[config.mk]
export PLATFORM = sky130hd
export DESIGN_NAME = mem_port_arbiter
export DESIGN_NICKNAME = d
export VERILOG_FILES = /design/src/rtl/mem_port_arbiter.sv
export SDC_FILE = /design/constraint.sdc
export NUM_CORES = 1
export LEC_CHECK = 0
export BUFFER_PORTS_ARGS = -buffer_cell sky130_fd_sc_hd__buf_2
export CORE_MARGIN = 2
export CORE_UTILIZATION = 40
export CTS_CLUSTER_DIAMETER = 100
export DETAILED_ROUTE_END_ITERATION = 7
export PLACE_DENSITY = 0.69
export REMOVE_ABC_BUFFERS = 1
export SKIP_LAST_GASP = 1
export SLEW_MARGIN = 10
export SYNTH_ARGS = -nofsm -noshare
export SYNTH_HDL_FRONTEND = slang
export SYNTH_SLANG_ARGS = --single-unit
[constraint.sdc]
create_clock -name clk -period 2.48 [get_ports clk]
set_input_delay 0.496 -clock clk [delete_from_list [all_inputs] [get_ports clk]]
set_output_delay 0.496 -clock clk [all_outputs]
set_load 0.005 [all_outputs]
[src/rtl/mem_port_arbiter.sv]
// Shares one memory bus between instruction fetch and the LSU, one transaction in flight.
// Latency: request sampled in IDLE -> mem_req next cycle; port ack the cycle after mem_ready (min 2).
// Backpressure: requesters hold req until ack; timeout aborts a hung bus with an error ack.
module mem_port_arbiter #(
    parameter int MAX_D_STREAK   = 4,
    parameter int TIMEOUT_CYCLES = 64
) (
    input  logic        clk,
    input  logic        rst,
    input  logic        if_req,
    input  logic [31:0] if_addr,
    output logic        if_ack,
    output logic [31:0] if_rdata,
    output logic        if_err,
    input  logic        d_req,
    input  logic        d_we,
    input  logic [31:0] d_addr,
    input  logic [31:0] d_wdata,
    input  logic [3:0]  d_be,
    output logic        d_ack,
    output logic [31:0] d_rdata,
    output logic        d_err,
    output logic        mem_req,
    output logic        mem_we,
    output logic [31:0] mem_addr,
    output logic [31:0] mem_wdata,
    output logic [3:0]  mem_be,
    input  logic        mem_ready,
    input  logic [31:0] mem_rdata
);

    localparam int TW = $clog2(TIMEOUT_CYCLES);
    localparam logic [TW-1:0] TC_LAST    = TW'(TIMEOUT_CYCLES - 1);
    localparam logic [3:0]    STREAK_MAX = 4'(MAX_D_STREAK);

    typedef enum logic [1:0] {IDLE, BUSY_I, BUSY_D} state_t;

    state_t        state, state_nxt;
    logic [3:0]    d_streak, d_streak_nxt;
    logic [TW-1:0] tcnt, tcnt_nxt;

    logic        if_ack_nxt, if_err_nxt, d_ack_nxt, d_err_nxt;
    logic [31:0] if_rdata_nxt, d_rdata_nxt;
    logic        mem_req_nxt, mem_we_nxt;
    logic [31:0] mem_addr_nxt, mem_wdata_nxt;
    logic [3:0]  mem_be_nxt;
    logic        if_elig, d_elig, force_i;

    always_comb begin
        // A port whose ack is high this cycle may still be holding req; it must not be re-granted.
        if_elig       = if_req & ~if_ack;
        d_elig        = d_req & ~d_ack;
        force_i       = if_elig & (d_streak == STREAK_MAX);
        state_nxt     = state;
        d_streak_nxt  = d_streak;
        tcnt_nxt      = tcnt;
        if_ack_nxt    = 1'b0;
        if_err_nxt    = 1'b0;
        if_rdata_nxt  = if_rdata;
        d_ack_nxt     = 1'b0;
        d_err_nxt     = 1'b0;
        d_rdata_nxt   = d_rdata;
        mem_req_nxt   = mem_req;
        mem_we_nxt    = mem_we;
        mem_addr_nxt  = mem_addr;
        mem_wdata_nxt = mem_wdata;
        mem_be_nxt    = mem_be;

        unique case (state)
            IDLE: begin
                if (d_elig && !force_i) begin
                    mem_req_nxt   = 1'b1;
                    mem_we_nxt    = d_we;
                    mem_addr_nxt  = d_addr;
                    mem_wdata_nxt = d_wdata;
                    mem_be_nxt    = d_be;
                    state_nxt     = BUSY_D;
                    // force_i is low here, so the streak is below its limit when IF waits
                    if (if_elig)
                        d_streak_nxt = d_streak + 4'd1;
                end else if (if_elig) begin
                    mem_req_nxt   = 1'b1;
                    mem_we_nxt    = 1'b0;
                    mem_addr_nxt  = if_addr;
                    mem_wdata_nxt = 32'd0;
                    mem_be_nxt    = 4'hF;
                    state_nxt     = BUSY_I;
                    d_streak_nxt  = 4'd0;
                end
            end
            BUSY_I, BUSY_D: begin
                if (mem_ready) begin
                    mem_req_nxt = 1'b0;
                    tcnt_nxt    = '0;
                    state_nxt   = IDLE;
                    if (state == BUSY_I) begin
                        if_ack_nxt   = 1'b1;
                        if_rdata_nxt = mem_rdata;
                    end else begin
                        d_ack_nxt   = 1'b1;
                        d_rdata_nxt = mem_we ? 32'd0 : mem_rdata;
                    end
                end else if (tcnt == TC_LAST) begin
                    mem_req_nxt = 1'b0;
                    tcnt_nxt    = '0;
                    state_nxt   = IDLE;
                    if (state == BUSY_I) begin
                        if_ack_nxt   = 1'b1;
                        if_err_nxt   = 1'b1;
                        if_rdata_nxt = 32'd0;
                    end else begin
                        d_ack_nxt   = 1'b1;
                        d_err_nxt   = 1'b1;
                        d_rdata_nxt = 32'd0;
                    end
                end else begin
                    tcnt_nxt = tcnt + 1'b1;
                end
            end
            default: state_nxt = IDLE;
        endcase
    end

    always_ff @(posedge clk) begin
        if (!rst) begin
            state     <= IDLE;
            d_streak  <= 4'd0;
            tcnt      <= '0;
            if_ack    <= 1'b0;
            if_err    <= 1'b0;
            if_rdata  <= 32'd0;
            d_ack     <= 1'b0;
            d_err     <= 1'b0;
            d_rdata   <= 32'd0;
            mem_req   <= 1'b0;
            mem_we    <= 1'b0;
            mem_addr  <= 32'd0;
            mem_wdata <= 32'd0;
            mem_be    <= 4'd0;
        end else begin
            state     <= state_nxt;
            d_streak  <= d_streak_nxt;
            tcnt      <= tcnt_nxt;
            if_ack    <= if_ack_nxt;
            if_err    <= if_err_nxt;
            if_rdata  <= if_rdata_nxt;
            d_ack     <= d_ack_nxt;
            d_err     <= d_err_nxt;
            d_rdata   <= d_rdata_nxt;
            mem_req   <= mem_req_nxt;
            mem_we    <= mem_we_nxt;
            mem_addr  <= mem_addr_nxt;
            mem_wdata <= mem_wdata_nxt;
            mem_be    <= mem_be_nxt;
        end
    end

endmodule

==> results.yml <==
worst_setup_path:
  max_stage_delay_ps: 670
  path_delay_family: "compound AO/OA/AOI/OAI gates"
  cp_data_required_time_ps: 2820
  ff2ff_path_depth: 7
  endpoint_kind: "register"
  path_cells: "inv_1 -> ha_1 -> nand2_1 -> o31ai_4 -> buf_4 -> nand2_1 -> a31oi_1"
  path_class: "register to register"
  slowest_stage: "o31ai_4"
  critPathMostFrequentCell: "nand2_1"
  worst_setup_path_start_kind: "register"
  arrival_ps: 2380
  timing.critical_path.buf_inv: 2
  path_max_fanout: 21
  worstSetupPathDepth: 7
synthesis:
  yosysMostFrequentCell: "dfxtp_1"
  synthArstFlopShare_pct: 0
  ys_seq_area_share_pct: 48.14
  synthTopCellsByCount: "150 x dfxtp_1, 141 x nand2_1, 61 x a21oi_1"
  yosysTopAreaCell: "dfxtp_1"
  synth-main-ff-cell: "dfxtp_1"
  synth_top_area_share_pct: 48.14
  syn_area_mm2: 0.006237
  yosysWarnings: 0
  synth_cell_types: 43
  netlist_top_cells_area: "dfxtp_1 48%, nand2_1 8.5%, mux2i_1 5.3%, a21oi_1 4.9%, a31oi_1 3.5%"
  syn_avg_cell_area_um2: 8.556
  ys_ff_latch: 150
  synth_edf_count: 0
  synthCells: 729
cts:
  cts_tree: "yes"
  cts_buffers: 17
  path_clk_slew_ps: 60
  cts_sinks: 150
  post_cts_buffers: 0
  root_buffer: "clkbuf_16"
  ctsHtreeMaxLevel: 4
  ctsResizeCount: 0
  clkLatencyLatePin_ps: 420
  hold_buffers: 0
  clockBufferDepth: 2
detailed_routing:
  drc: 0
  ant_nets: 0
  vias_per_cell: 5.121
  dr.pass1.iters: 5
  via_count: 6033
  routed_wl_mm: 18.22
  drt_iter0_markers: 341
  wire_per_inst_um: 15.47
timing:
  slew_violations: 0
  clock.fmax_ghz: 0.4912
  fin_skew_ps: 10.62
  hold-worst-slack_ps: 302.5
  slew_headroom_pct: 46.57
  tightest_slew_ps: 801.5
  hold_viol_final: 0
  report.final.setup_viol: 0
  final.min_clock_period_ps: 2036
  rsz0062_at_grt: "no"
  fin_crit_sh_pct: 82.10
final_layout:
  diodes: 0
  finalInstanceArea_mm2: 0.008269
  stdcell_count: 1178
  drive_gt1_share_pct: 35.86
  area.growth.synth_to_final_pct: 32.58
  nNetsFinal: 1120
global_routing:
  gr-total-overflow: 0
  grt_max_degree: 76
  grt_pass1_wl_mm: 28.54
  grtUsageTotal_pct: 21.77
  antenna_found_initial: 1
  grt_pass1_vias: 5681
min_path:
  hold_class: "input port to register"
  holdPathStages: 3
pwr:
  power_w: 0.006391
  power_density_mw_per_mm2: 772.9
  p_leak_nw: 3.696
  ir_drop_mv: 0.4637
die:
  dieHeight_um: 128.9
  io-pin-count: 276
  start_util_pct: 41.03
  fp-row-count: 45
  fp.coreArea_mm2: 0.01520
  die_x_um: 128.9
  design.die.area_mm2: 0.01661
status:
  status: "finished, final reports clean"
placed_design:
  dpl.hpwl_mm: 12.63
  place_inst: 1146
  portBuffers: 275
  placed_area_mm2: 0.007692
  gp_congestion: 0.8257
job:
  max-cap-violations: 0
==> per-stage QoR <==
stage	setup WS, ps	utilization, %	setup TNS (ps)
after floorplan	-238.8	-	-23680
after global placement	372.5	50.60	0
after detailed placement	314.0	50.60	0
after CTS	405.7	54.40	0
after global routing	230.7	54.40	0
final	444.0	54.40	0
==> cells by family (layout without fill, tap and decap cells) <==
group	count (synthesis)	count (layout)	synth area share [%]
simple gates	313	313	24.17
mux	33	33	5.296
xor+xnor	2	2	0.2809
fa+ha+maj	5	5	1.003
compound gates	156	156	14.99
buf+inv	70	331	6.118
flops	150	150	48.14
==> registers in the layout, indices dropped and copies added, names as in the netlist, 2 cells and up <==
name and cells:
mem_wdata 32, state 2, d_streak 4, mem_be 4, if_rdata 32, d_rdata 32, tcnt 6, mem_addr 32
==> worst register-to-register path, delay by kind of cell, from the launching register on <==
| family | cells | cell delay [ps] |
|---|---|---|
| AO/OA/AOI/OAI | 2 | 850 |
| adder cells (fa/ha/maj) | 1 | 140 |
| buffers and inverters | 2 | 470 |
| flip-flops | 1 | 330 |
| AND/OR/NAND/NOR | 2 | 180 |
==> cell type report <==
type / count / area (um^2)
Fill cell: 1448 / 6933
Sequential cell: 150 / 3003
Multi-Input combinational cell: 509 / 2869
Timing Repair Buffer: 293 / 1562
Clock buffer: 18 / 429.2
Tap cell: 188 / 235.2
Clock inverter: 14 / 147.6
Inverter: 6 / 23.77
==> placed cells by master, fill, tap and decap left out, types with 2 or more instances in the layout <==
cell | netlist | routed
and3_1 | 5 | 5
and2_1 | 33 | 33
nor3_1 | 7 | 7
nand2_1 | 141 | 141
clkinvlp_4 | 0 | 2
nor2_1 | 44 | 44
nand4_1 | 33 | 33
o21ai_1 | 6 | 6
clkinv_2 | 0 | 5
inv_6 | 0 | 4
a21oi_2 | 10 | 10
o21ai_0 | 34 | 34
mux2i_1 | 33 | 33
nand3_2 | 10 | 10
buf_12 | 0 | 4
buf_2 | 14 | 275
clkinv_4 | 0 | 2
a21oi_1 | 61 | 61
clkbuf_16 | 0 | 17
a31oi_1 | 35 | 35
ha_1 | 5 | 5
inv_1 | 6 | 5
nand2b_1 | 2 | 2
buf_4 | 12 | 14
nand3_1 | 28 | 28
dfxtp_1 | 150 | 150
nand3b_1 | 2 | 2
o32ai_1 | 2 | 2
bufinv_16 | 0 | 2
==> where the power goes <==
| group | switching [W] | total [W] | leakage (nW) | internal (W) |
|---|---|---|---|---|
| clock network | 0.00105 | 0.00253 | 0.281 | 0.00149 |
| logic | 0.000700 | 0.00117 | 2.19 | 0.000473 |
| registers | 0.0000874 | 0.00268 | 1.22 | 0.00260 |
| total | 0.00183 | 0.00639 | 3.70 | 0.00456 |
==> per-layer routing <==
metal | part of all wire [%] | vias up | GRT usage, %
met5 | 0.093 | - | 0
met4 | 2.1 | 2 | 7.992
met3 | 8.1 | 28 | 6.985
met2 | 48 | 236 | 37.22
met1 | 41 | 2755 | 25.61
li1 | - | 3012 | -
==> path summary, 6_finish.rpt <==
check | start | to | slack [ps]
setup / recovery | d_streak[0]$_SDFFE_PN0P_ | mem_addr[20]$_SDFFE_PN0P_ | 440
hold / removal | d_be[1] | mem_be[1]$_SDFFE_PN0P_ | 300
hold reg to reg | if_rdata[31]$_SDFFE_PN0P_ | if_rdata[31]$_SDFFE_PN0P_ | 450
setup reg to reg | d_streak[0]$_SDFFE_PN0P_ | mem_addr[20]$_SDFFE_PN0P_ | 440
(Power assumes the default switching activity.)
